[src/rtl/fir_out_formatter_if.sv]
// Sample/byte bus of the FIR output stage: filter-result strobe in, handshaked byte stream out.
// The slave modport is the formatter's view; the master modport is the driving/sinking side.
interface fir_out_formatter_if #(
    parameter int Y_N_SIZE = 11
);
    logic                in_valid;
    logic [Y_N_SIZE-1:0] in_y_n;
    logic                mode;
    logic                out_ready;
    logic                clear_ovf;
    logic [7:0]          out_data;
    logic                out_valid;
    logic                out_last;
    logic                fifo_full;
    logic                overflow;

    modport slave (
        input  in_valid, in_y_n, mode, out_ready, clear_ovf,
        output out_data, out_valid, out_last, fifo_full, overflow
    );

    modport master (
        output in_valid, in_y_n, mode, out_ready, clear_ovf,
        input  out_data, out_valid, out_last, fifo_full, overflow
    );
endinterface

[src/rtl/fir_out_formatter.sv]
// FIR output stage: buffers signed results in a small FIFO and streams each one as
// either two bytes (low, sign-extended high) or one saturated byte.
module fir_out_formatter #(
    parameter int Y_N_SIZE   = 11,
    parameter int FIFO_DEPTH = 4,
    parameter int ADDR_W     = 2
) (
    input  logic                  clk,
    input  logic                  reset,
    fir_out_formatter_if.slave    bus
);
    typedef enum logic [1:0] {
        IDLE  = 2'd0,
        BEAT0 = 2'd1,
        BEAT1 = 2'd2
    } state_t;

    localparam logic [ADDR_W:0]          DEPTH_C = FIFO_DEPTH[ADDR_W:0];
    localparam logic [ADDR_W:0]          ONE_C   = {{ADDR_W{1'b0}}, 1'b1};
    localparam logic [ADDR_W:0]          ZERO_C  = {(ADDR_W+1){1'b0}};
    localparam logic [ADDR_W-1:0]        PTR1_C  = {{(ADDR_W-1){1'b0}}, 1'b1};
    localparam logic signed [Y_N_SIZE-1:0] SAT_HI = Y_N_SIZE'(9'sd127);
    localparam logic signed [Y_N_SIZE-1:0] SAT_LO = Y_N_SIZE'(-9'sd128);

    function automatic logic [7:0] sat8(input logic signed [Y_N_SIZE-1:0] y);
        if (y > SAT_HI) begin
            return 8'h7F;
        end else if (y < SAT_LO) begin
            return 8'h80;
        end else begin
            return y[7:0];
        end
    endfunction

    // Upper byte of the result, sign-extended when the result is narrower than 16 bits.
    function automatic logic [7:0] hi8(input logic signed [Y_N_SIZE-1:0] y);
        return 8'(y >>> 8);
    endfunction

    state_t                state_r, state_next_s;
    logic [Y_N_SIZE-1:0]   mem_r [FIFO_DEPTH];
    logic [ADDR_W-1:0]     wr_ptr_r, rd_ptr_r;
    logic [ADDR_W:0]       count_r, count_next_s;
    logic [Y_N_SIZE-1:0]   hold_y_r, hold_y_next_s;
    logic                  hold_mode_r, hold_mode_next_s;
    logic [7:0]            out_data_r, out_data_next_s;
    logic                  out_valid_r, out_valid_next_s;
    logic                  out_last_r, out_last_next_s;
    logic                  fifo_full_r, overflow_r;
    logic                  xfer_s, pop_s, push_s, drop_s, load_s;
    logic [Y_N_SIZE-1:0]   load_y_s;

    assign xfer_s = out_valid_r & bus.out_ready;
    assign push_s = bus.in_valid & (~fifo_full_r | pop_s);
    assign drop_s = bus.in_valid & fifo_full_r & ~pop_s;

    // Beat sequencing; the outputs are computed here one cycle ahead and registered.
    always_comb begin
        state_next_s     = state_r;
        hold_y_next_s    = hold_y_r;
        hold_mode_next_s = hold_mode_r;
        out_data_next_s  = out_data_r;
        out_valid_next_s = out_valid_r;
        out_last_next_s  = out_last_r;
        pop_s            = 1'b0;
        load_s           = 1'b0;
        load_y_s         = mem_r[rd_ptr_r];
        case (state_r)
            IDLE: begin
                if (count_r != ZERO_C) begin
                    load_s = 1'b1;
                end else begin
                    out_valid_next_s = 1'b0;
                    out_last_next_s  = 1'b0;
                end
            end
            BEAT0: begin
                if (xfer_s) begin
                    if (hold_mode_r) begin
                        pop_s = 1'b1;
                    end else begin
                        state_next_s    = BEAT1;
                        out_data_next_s = hi8(hold_y_r);
                        out_last_next_s = 1'b1;
                    end
                end else begin
                    state_next_s = BEAT0;
                end
            end
            BEAT1: begin
                if (xfer_s) begin
                    pop_s = 1'b1;
                end else begin
                    state_next_s = BEAT1;
                end
            end
            default: begin
                state_next_s     = IDLE;
                out_valid_next_s = 1'b0;
                out_last_next_s  = 1'b0;
            end
        endcase

        // A final beat either chains straight into the next queued sample or idles.
        if (pop_s) begin
            if (count_r > ONE_C) begin
                load_s   = 1'b1;
                load_y_s = mem_r[rd_ptr_r + PTR1_C];
            end else begin
                state_next_s     = IDLE;
                out_valid_next_s = 1'b0;
                out_last_next_s  = 1'b0;
            end
        end else begin
            load_y_s = load_y_s;
        end

        if (load_s) begin
            state_next_s     = BEAT0;
            hold_y_next_s    = load_y_s;
            hold_mode_next_s = bus.mode;
            out_valid_next_s = 1'b1;
            out_last_next_s  = bus.mode;
            out_data_next_s  = bus.mode ? sat8(load_y_s) : load_y_s[7:0];
        end else begin
            hold_y_next_s = hold_y_next_s;
        end
    end

    // FIFO occupancy after this cycle's push/pop.
    always_comb begin
        case ({push_s, pop_s})
            2'b10:   count_next_s = count_r + ONE_C;
            2'b01:   count_next_s = count_r - ONE_C;
            default: count_next_s = count_r;
        endcase
    end

    // Sample storage; validity is tracked by the pointers, so no reset is needed here.
    always_ff @(posedge clk) begin
        if (push_s) begin
            mem_r[wr_ptr_r] <= bus.in_y_n;
        end
    end

    // Control, pointers, output registers and the sticky overflow flag.
    always_ff @(posedge clk) begin
        if (reset) begin
            state_r     <= IDLE;
            wr_ptr_r    <= {ADDR_W{1'b0}};
            rd_ptr_r    <= {ADDR_W{1'b0}};
            count_r     <= ZERO_C;
            hold_y_r    <= {Y_N_SIZE{1'b0}};
            hold_mode_r <= 1'b0;
            out_data_r  <= 8'h00;
            out_valid_r <= 1'b0;
            out_last_r  <= 1'b0;
            fifo_full_r <= 1'b0;
            overflow_r  <= 1'b0;
        end else begin
            state_r     <= state_next_s;
            hold_y_r    <= hold_y_next_s;
            hold_mode_r <= hold_mode_next_s;
            out_data_r  <= out_data_next_s;
            out_valid_r <= out_valid_next_s;
            out_last_r  <= out_last_next_s;
            count_r     <= count_next_s;
            fifo_full_r <= (count_next_s == DEPTH_C);
            if (push_s) begin
                wr_ptr_r <= wr_ptr_r + PTR1_C;
            end
            if (pop_s) begin
                rd_ptr_r <= rd_ptr_r + PTR1_C;
            end
            // A drop in the same cycle as a clear wins.
            if (drop_s) begin
                overflow_r <= 1'b1;
            end else if (bus.clear_ovf) begin
                overflow_r <= 1'b0;
            end
        end
    end

    assign bus.out_data  = out_data_r;
    assign bus.out_valid = out_valid_r;
    assign bus.out_last  = out_last_r;
    assign bus.fifo_full = fifo_full_r;
    assign bus.overflow  = overflow_r;
endmodule
[src/flat_wrapper.sv]
// flat-port wrapper written by rule: the top's interface ports become plain ports
module fir_out_formatter_flat 
#(
    parameter int Y_N_SIZE   = 11,
    parameter int FIFO_DEPTH = 4,
    parameter int ADDR_W     = 2
)
  (clk, reset, bus_in_valid, bus_in_y_n, bus_mode, bus_out_ready, bus_clear_ovf, bus_out_data, bus_out_valid, bus_out_last, bus_fifo_full, bus_overflow);
  fir_out_formatter_if #(.Y_N_SIZE(Y_N_SIZE)) bus_i ();
  input  logic clk;
  input  logic reset;
  input wire logic [$bits(bus_i.in_valid)-1:0] bus_in_valid;
  input wire logic [$bits(bus_i.in_y_n)-1:0] bus_in_y_n;
  input wire logic [$bits(bus_i.mode)-1:0] bus_mode;
  input wire logic [$bits(bus_i.out_ready)-1:0] bus_out_ready;
  input wire logic [$bits(bus_i.clear_ovf)-1:0] bus_clear_ovf;
  output wire logic [$bits(bus_i.out_data)-1:0] bus_out_data;
  output wire logic [$bits(bus_i.out_valid)-1:0] bus_out_valid;
  output wire logic [$bits(bus_i.out_last)-1:0] bus_out_last;
  output wire logic [$bits(bus_i.fifo_full)-1:0] bus_fifo_full;
  output wire logic [$bits(bus_i.overflow)-1:0] bus_overflow;
  assign bus_i.in_valid = bus_in_valid;
  assign bus_i.in_y_n = bus_in_y_n;
  assign bus_i.mode = bus_mode;
  assign bus_i.out_ready = bus_out_ready;
  assign bus_i.clear_ovf = bus_clear_ovf;
  assign bus_out_data = bus_i.out_data;
  assign bus_out_valid = bus_i.out_valid;
  assign bus_out_last = bus_i.out_last;
  assign bus_fifo_full = bus_i.fifo_full;
  assign bus_overflow = bus_i.overflow;
  fir_out_formatter #(.Y_N_SIZE(Y_N_SIZE), .FIFO_DEPTH(FIFO_DEPTH), .ADDR_W(ADDR_W)) u_core (.clk(clk), .reset(reset), .bus(bus_i));
endmodule
[config.mk]
export PLATFORM = sky130hd
export DESIGN_NAME = fir_out_formatter_flat
export DESIGN_NICKNAME = d
export VERILOG_FILES = /design/src/rtl/fir_out_formatter_if.sv /design/src/rtl/fir_out_formatter.sv /design/src/flat_wrapper.sv
export SDC_FILE = /design/constraint.sdc
export NUM_CORES = 1
export LEC_CHECK = 0
export BUFFER_PORTS_ARGS = -buffer_cell sky130_fd_sc_hd__buf_4
export CORE_MARGIN = 10
export CORE_UTILIZATION = 40
export CTS_CLUSTER_SIZE = 24
export DETAILED_ROUTE_END_ITERATION = 16
export PLACE_DENSITY = 0.67
export SLEW_MARGIN = 20
export SYNTH_ARGS = -nofsm -noshare
export SYNTH_HDL_FRONTEND = slang
export SYNTH_SLANG_ARGS = --single-unit
[constraint.sdc]
create_clock -name clk -period 2.95 [get_ports clk]
set_input_delay 0.1475 -clock clk [delete_from_list [all_inputs] [get_ports clk]]
set_output_delay 0.1475 -clock clk [all_outputs]
set_load 0.01 [all_outputs]
Yosys cells after proc, flatten, opt, wreduce, memory -nomap -nowiden
Memory sizes are Yosys's and may differ from the RTL's. A register that Yosys moved wholly into a read port is not among the register bits.
Cells that the tools add are included.
{"block": "classes", "n_eq_ne": 6, "shifts": 0, "n_lt_le_gt_ge": 3, "n_reduce_logical": 8, "bitwise": 7, "multipliers": 0, "addsub": 4, "n_mux": 43, "n_div": 0}
{"op": "8-bit 2-to-1 mux", "n": 7}
{"op": "1-bit 2-to-1 mux", "n": 22}
{"op": "11-bit 2-to-1 mux", "n": 2}
{"op": "2-bit 2-to-1 mux", "n": 7}
{"op": "11-bit by 8-bit greater-than comparator with 1-bit output (second input constant)", "n": 1}
{"op": "11-bit by 8-bit less-than comparator with 1-bit output (second input constant)", "n": 1}
{"op": "2-bit case mux with 3 select lines", "n": 1}
{"op": "3-bit case mux with 2 select lines", "n": 1}
{"op": "2-bit nonzero test", "n": 3}
{"op": "2-bit by 1-bit adder with 2-bit output (second input constant)", "n": 2}
{"op": "1-bit AND", "n": 4}
{"op": "2-bit by 1-bit == test with 1-bit output (second input constant)", "n": 2}
{"op": "2-bit == test (second input constant)", "n": 2}
{"op": "1-bit case mux with 2 select lines", "n": 2}
{"op": "2-bit OR reduction", "n": 2}
{"op": "3-bit by 1-bit adder with 3-bit output (second input constant)", "n": 1}
{"op": "3-bit == test (second input constant)", "n": 1}
{"op": "3-bit by 1-bit greater-than comparator with 1-bit output (second input constant)", "n": 1}
{"op": "1-bit case mux with 3 select lines", "n": 1}
{"op": "3-bit AND reduction", "n": 1}
{"op": "3-bit nonzero test", "n": 1}
{"op": "3-bit by 1-bit subtractor with 3-bit output (second input constant)", "n": 1}
{"op": "2-bit logical NOT", "n": 1}
{"op": "2-bit inequality test (second input constant)", "n": 1}
{"op": "2 further kinds", "n": 3}
{"block": "totals", "mem_bits_ro": 0, "latchBits": 0, "in_bits": 17, "out_inout_bits": 12, "n_memories": 1, "register_bits": 33, "ramBits": 44}
{"name": "u_core.mem_r", "depth": 4, "word_bits": 11, "rd": 2, "rd_clocked_by_memory_dff": 1, "write_ports": 1, "line": "fir_out_formatter.sv:41", "rtl": "logic [Y_N_SIZE-1:0] mem_r [FIFO_DEPTH];"}

Longest topological paths before layout
{"block": "depth", "word_depth": 9, "depth_mapped": 13, "depth_no_buf": 12}

Worst setup path after synthesis
OpenSTA, ideal clock, no wires.
{"block": "synth_timing", "kind": "reg2reg", "startpoint": "reg u_core.state_r[0]", "endpoint": "reg u_core.fifo_full_r, in the netlist u_core.bus.fifo_full", "path_stages_with_launch": 14, "path_buffers": 1, "arrival_time_ps": 2541, "synth_period_minus_slack_ps": 2601, "slack_ps": 349, "cell_sequence": "dfxtp_1 inv_1 ha_1 and3_1 and2_1 clkbuf_1 inv_1 a21boi_2 inv_1 ha_1 inv_1 a21oi_1 a311oi_1 and3_1"}
{"block": "synth_between", "elab_chain_len": 7}
{"item": "from (decl)", "line": "fir_out_formatter.sv:40", "rtl": "state_t state_r, state_next_s;"}
{"item": "from (signal assigned)", "line": "fir_out_formatter.sv:161", "rtl": "state_r <= state_next_s;"}
{"item": "2-bit == test / 2-bit by 1-bit == test with 1-bit output (equally long branches)", "line": "fir_out_formatter.sv:68", "rtl": "case (state_r)"}
{"item": "1-bit case mux with 2 select lines (*)", "line": "fir_out_formatter.sv:68"}
{"item": "1-bit bitwise OR (*)", "line": "fir_out_formatter.sv:54", "rtl": "assign push_s = bus.in_valid & (~fifo_full_r | pop_s);"}
{"item": "1-bit AND (*)", "line": "fir_out_formatter.sv:54"}
{"item": "via u_core.push_s", "line": "fir_out_formatter.sv:50", "rtl": "logic xfer_s, pop_s, push_s, drop_s, load_s;"}
{"item": "2-bit by 1-bit == test with 1-bit output / 2-bit == test (equally long branches)", "line": "fir_out_formatter.sv:132", "rtl": "case ({push_s, pop_s})"}
{"item": "3-bit case mux with 2 select lines (*)", "line": "fir_out_formatter.sv:132"}
{"item": "3-bit == test (*)", "line": "fir_out_formatter.sv:168", "rtl": "fifo_full_r <= (count_next_s == DEPTH_C);"}
{"item": "to (signal assigned)", "line": "fir_out_formatter.sv:168"}
{"item": "to (decl)", "line": "fir_out_formatter.sv:49", "rtl": "logic fifo_full_r, overflow_r;"}
Mark *: on every way through the listed nets, which the timed path passes. The rest lies on a longest branch.
A chain may end at the register's enable or synchronous reset.

Final worst setup path
Ends and elaborated chain as after synthesis.

==> results.yml <==
sta:
  tightestPinTransition_ps: 613
  skew_ps: 7.90
  fmax_mhz: 376
  period_share: 0.902
  fin_crit_ps: 2660
  hold_viol_final: 0
  setup_viol_count_final: 0
  relSlewSlack: 0.591
  drv_slew: 0
  rsz0062_at_grt: "false"
  setup_tns_ps: 0
synthesis:
  synth_edf_count: 44
  yosysTopAreaCell: "edfxtp_1"
  yosys-top-cells-count: "edfxtp_1, dfxtp_1, nor2_1"
  ys_ff_latch: 71
  synth_cell_type_count: 49
  synthMostInstantiatedCell: "edfxtp_1"
  synthCells: 243
  ys_top_cells_by_area: "edfxtp_1, dfxtp_1, mux4_2, mux4_1, ha_1"
  syn_nets: 274
  yosysWarnings: 0
  synthArstFlopShare: 0
  yosysTopAreaCellShare: 0.384
  synthFlopType: "edfxtp_1"
  synth_area_per_cell_um2: 14.2
  ys_seq_area_frac: 0.541
  netlist_area_um2: 3440
die:
  dieWidth_um: 113
  fp-row-count: 33
  die_area_um2: 12700
  io_pins: 29
  fp.dieH_um: 113
  initial_utilization: 0.415
  coreArea_um2: 8300
critical_path:
  path_cells: "inv_1, ha_1, and3_1, and2_1, inv_1, a21boi_2, inv_1, ha_1, inv_1, a21oi_1, a311oi_1, and3_1"
  ff2ff_setup_slack_ps: 290
  crit_path_start_kind: "flip-flop"
  r2r_start: "u_core.state_r[0]$_SDFF_PP0_"
  cp.arrival_ps: 2960
  path_class: "reg -> reg"
  r2r_cells: 12
  cp.required_ps: 3240
  crit_top_cell: "inv_1"
  crit_slowest_cell: "dfxtp_1"
  worstPathMaxFanout: 7
  r2r_end: "u_core.bus.fifo_full$_SDFF_PP0_"
  end_kind: "flip-flop"
  max_stage_delay_ps: 390
global_routing:
  grt_max_degree: 22
  grt_overflow_total: 0
  grt_pass1_vias: 2289
  antenna_found_initial: 0
  grt.total_usage: 0.109
  grt_pass1_wl_um: 11300
cells_and_area:
  seqCellArea_um2: 1860
  multi_input_area_um2: 1480
  fillCellCount: 707
  drive_gt1_frac: 0.258
  final_area_um2: 4110
  syn2layout_area_growth_pct: 19.3
  diodes: 0
  nets: 325
power_and_ir_drop:
  sw_frac_of_total: 0.265
  combPwrFrac: 0.113
  ir_worst_vdd_uv: 256
  powerDensity_nw_per_um2: 514
  sequentialPowerShare: 0.540
  finalPower_mw: 2.11
  clkPwrFrac: 0.346
  leakage_nw: 1.59
  p_int_mw: 1.55
  power.switching_uw: 560
clock_network:
  cts_buffer_depth: 2
  cts_inserted_buffers: 9
  post_cts_buffers: 0
  cts_tree: "yes"
  h-tree-depth: 3
  clock-root-buffer: "clkbuf_8"
  cts_sinks: 71
  clkTransAtPathRegs_ps: 80
  post_cts_resized: 0
  clk_latency_ps: 350
placed_design:
  placed_area_um2: 3810
  gp_congestion: 0.796
  io_buffers: 28
  dp_hpwl_um: 4870
detailed_routing:
  drc: 0
  drt-wirelength-per-cell_um: 16.5
  route.met3.wl_um: 157
  ant_nets: 0
  via_per_inst: 5.32
  detail_route.wirelength_um: 6650
  drt_iter0_drc: 85
  met1Wirelength_um: 3030
  vias: 2148
  met2_length_um: 3380
  routed.top_layer: "met4"
  drtPass1Iterations: 5
worst_hold_path:
  worstHoldPathCells: 3
  holdPathEnd: "u_core.bus.overflow$_SDFFE_PP0P_"
  hp-class: "in -> reg"
  min_from: "bus_in_valid"
run_status:
  status: "completed"
flow_run:
  drv_cap: 0
==> worst max-delay path: cells and delay by family (launching register included) <==
kind / cells / cell delay, ps
simple gates: 3 / 660
flops: 1 / 390
fa+ha+maj: 2 / 660
buf+inv: 4 / 390
compound gates: 3 / 510
==> cells by family (layout without fill, tap and decap cells) <==
logic type / count (synthesis) / after routing / synth area share
adder cells (fa/ha/maj): 14 / 14 / 0.0509
AO/OA/AOI/OAI: 43 / 43 / 0.0971
flip-flops: 71 / 71 / 0.541
XOR/XNOR: 3 / 3 / 0.00764
buffers and inverters: 22 / 78 / 0.0276
multiplexers: 37 / 37 / 0.203
AND/OR/NAND/NOR: 53 / 53 / 0.0727
==> per-stage QoR <==
stage          worst slack, ps   util  hold WS, ps  cells
2_1_floorplan              349      -          227    243
6_report                   288  0.495         68.1    404
3_3_place_gp               433  0.459          349    377
3_5_place_dp               299  0.459          350    377
5_1_grt                   31.9  0.495         72.3    404
4_1_cts                    283  0.495         50.9    404
==> power by group through the flow <==
| stage | clock (mW) | combinational [mW] | sequential, mW |
|---|---|---|---|
| floorplan | 0 | 0.136 | 1.16 |
| global placement | 0 | 0.225 | 1.16 |
| detailed placement | 0 | 0.229 | 1.16 |
| CTS | 0.754 | 0.242 | 1.14 |
| global route | 0.793 | 0.269 | 1.15 |
| finish | 0.731 | 0.239 | 1.14 |
==> area by class of cell <==
type,instances,area share
clock buffer,9,0.0302
clock inverter,7,0.0149
inverter,13,0.0119
multi-input combinational,150,0.361
sequential,71,0.453
tap,105,0.0320
timing repair buffer,49,0.0963
==> flip-flops by register name, indices dropped and copies added (netlist names), named ones only <==
register / cells
u_core.bus.out_valid: 1
u_core.wr_ptr_r: 2
u_core.bus.out_data: 8
u_core.hold_mode_r: 1
u_core.mem_r: 44
u_core.bus.out_last: 1
u_core.bus.overflow: 1
u_core.rd_ptr_r: 2
u_core.bus.fifo_full: 1
u_core.count_r: 3
u_core.state_r: 2
u_core.hold_y_r: 3
==> timing repair <==
| item | 4_1_cts | 5_1_grt |
|---|---|---|
| endpoints found under the setup margin | 0 | 0 |
| hold buffers | 11 | 0 |
| hold endpoints to repair | 43 | 0 |
==> cell usage in the layout (no fill, tap or decap), drive strengths merged, types with 2 or more instances in the layout <==
master / netlist / final
edfxtp: 44 / 44
buf: 5 / 38
dfxtp: 27 / 27
mux4: 23 / 23
nor2: 22 / 22
inv: 13 / 18
ha: 14 / 14
mux2i: 12 / 12
nand2: 11 / 11
dlygate4sd3: 0 / 11
a21oi: 9 / 9
clkbuf: 4 / 9
and2: 5 / 5
o22ai: 5 / 5
nand3: 4 / 4
o21ai: 3 / 3
a31oi: 3 / 3
a211oi: 3 / 3
nor3: 3 / 3
and3: 2 / 2
a311oi: 2 / 2
mux2: 2 / 2
o31ai: 2 / 2
a221oi: 2 / 2
xnor2: 2 / 2
clkinvlp: 0 / 2
==> routing by layer <==
layer	vias to the layer above	global-route usage
li1	1056	-
met1	1054	0.126
met2	33	0.189
met3	5	0.0269
met4	0	0.0431
met5	-	0
==> how the worst max path moves through the flow <==
stage / start / to / slack (ps) / depth (start not counted)
after floorplan: u_core.state_r[0]$_SDFF_PP0_ / u_core.bus.fifo_full$_SDFF_PP0_ / 350 / 13
after global placement: u_core.state_r[0]$_SDFF_PP0_ / u_core.bus.fifo_full$_SDFF_PP0_ / 430 / 12
after detailed placement: u_core.state_r[0]$_SDFF_PP0_ / u_core.bus.fifo_full$_SDFF_PP0_ / 300 / 12
after CTS: u_core.state_r[0]$_SDFF_PP0_ / u_core.bus.fifo_full$_SDFF_PP0_ / 280 / 12
after global routing: u_core.state_r[0]$_SDFF_PP0_ / u_core.bus.fifo_full$_SDFF_PP0_ / 30 / 12
final: u_core.state_r[0]$_SDFF_PP0_ / u_core.bus.fifo_full$_SDFF_PP0_ / 290 / 12
Power figures use the tool's default switching activity.
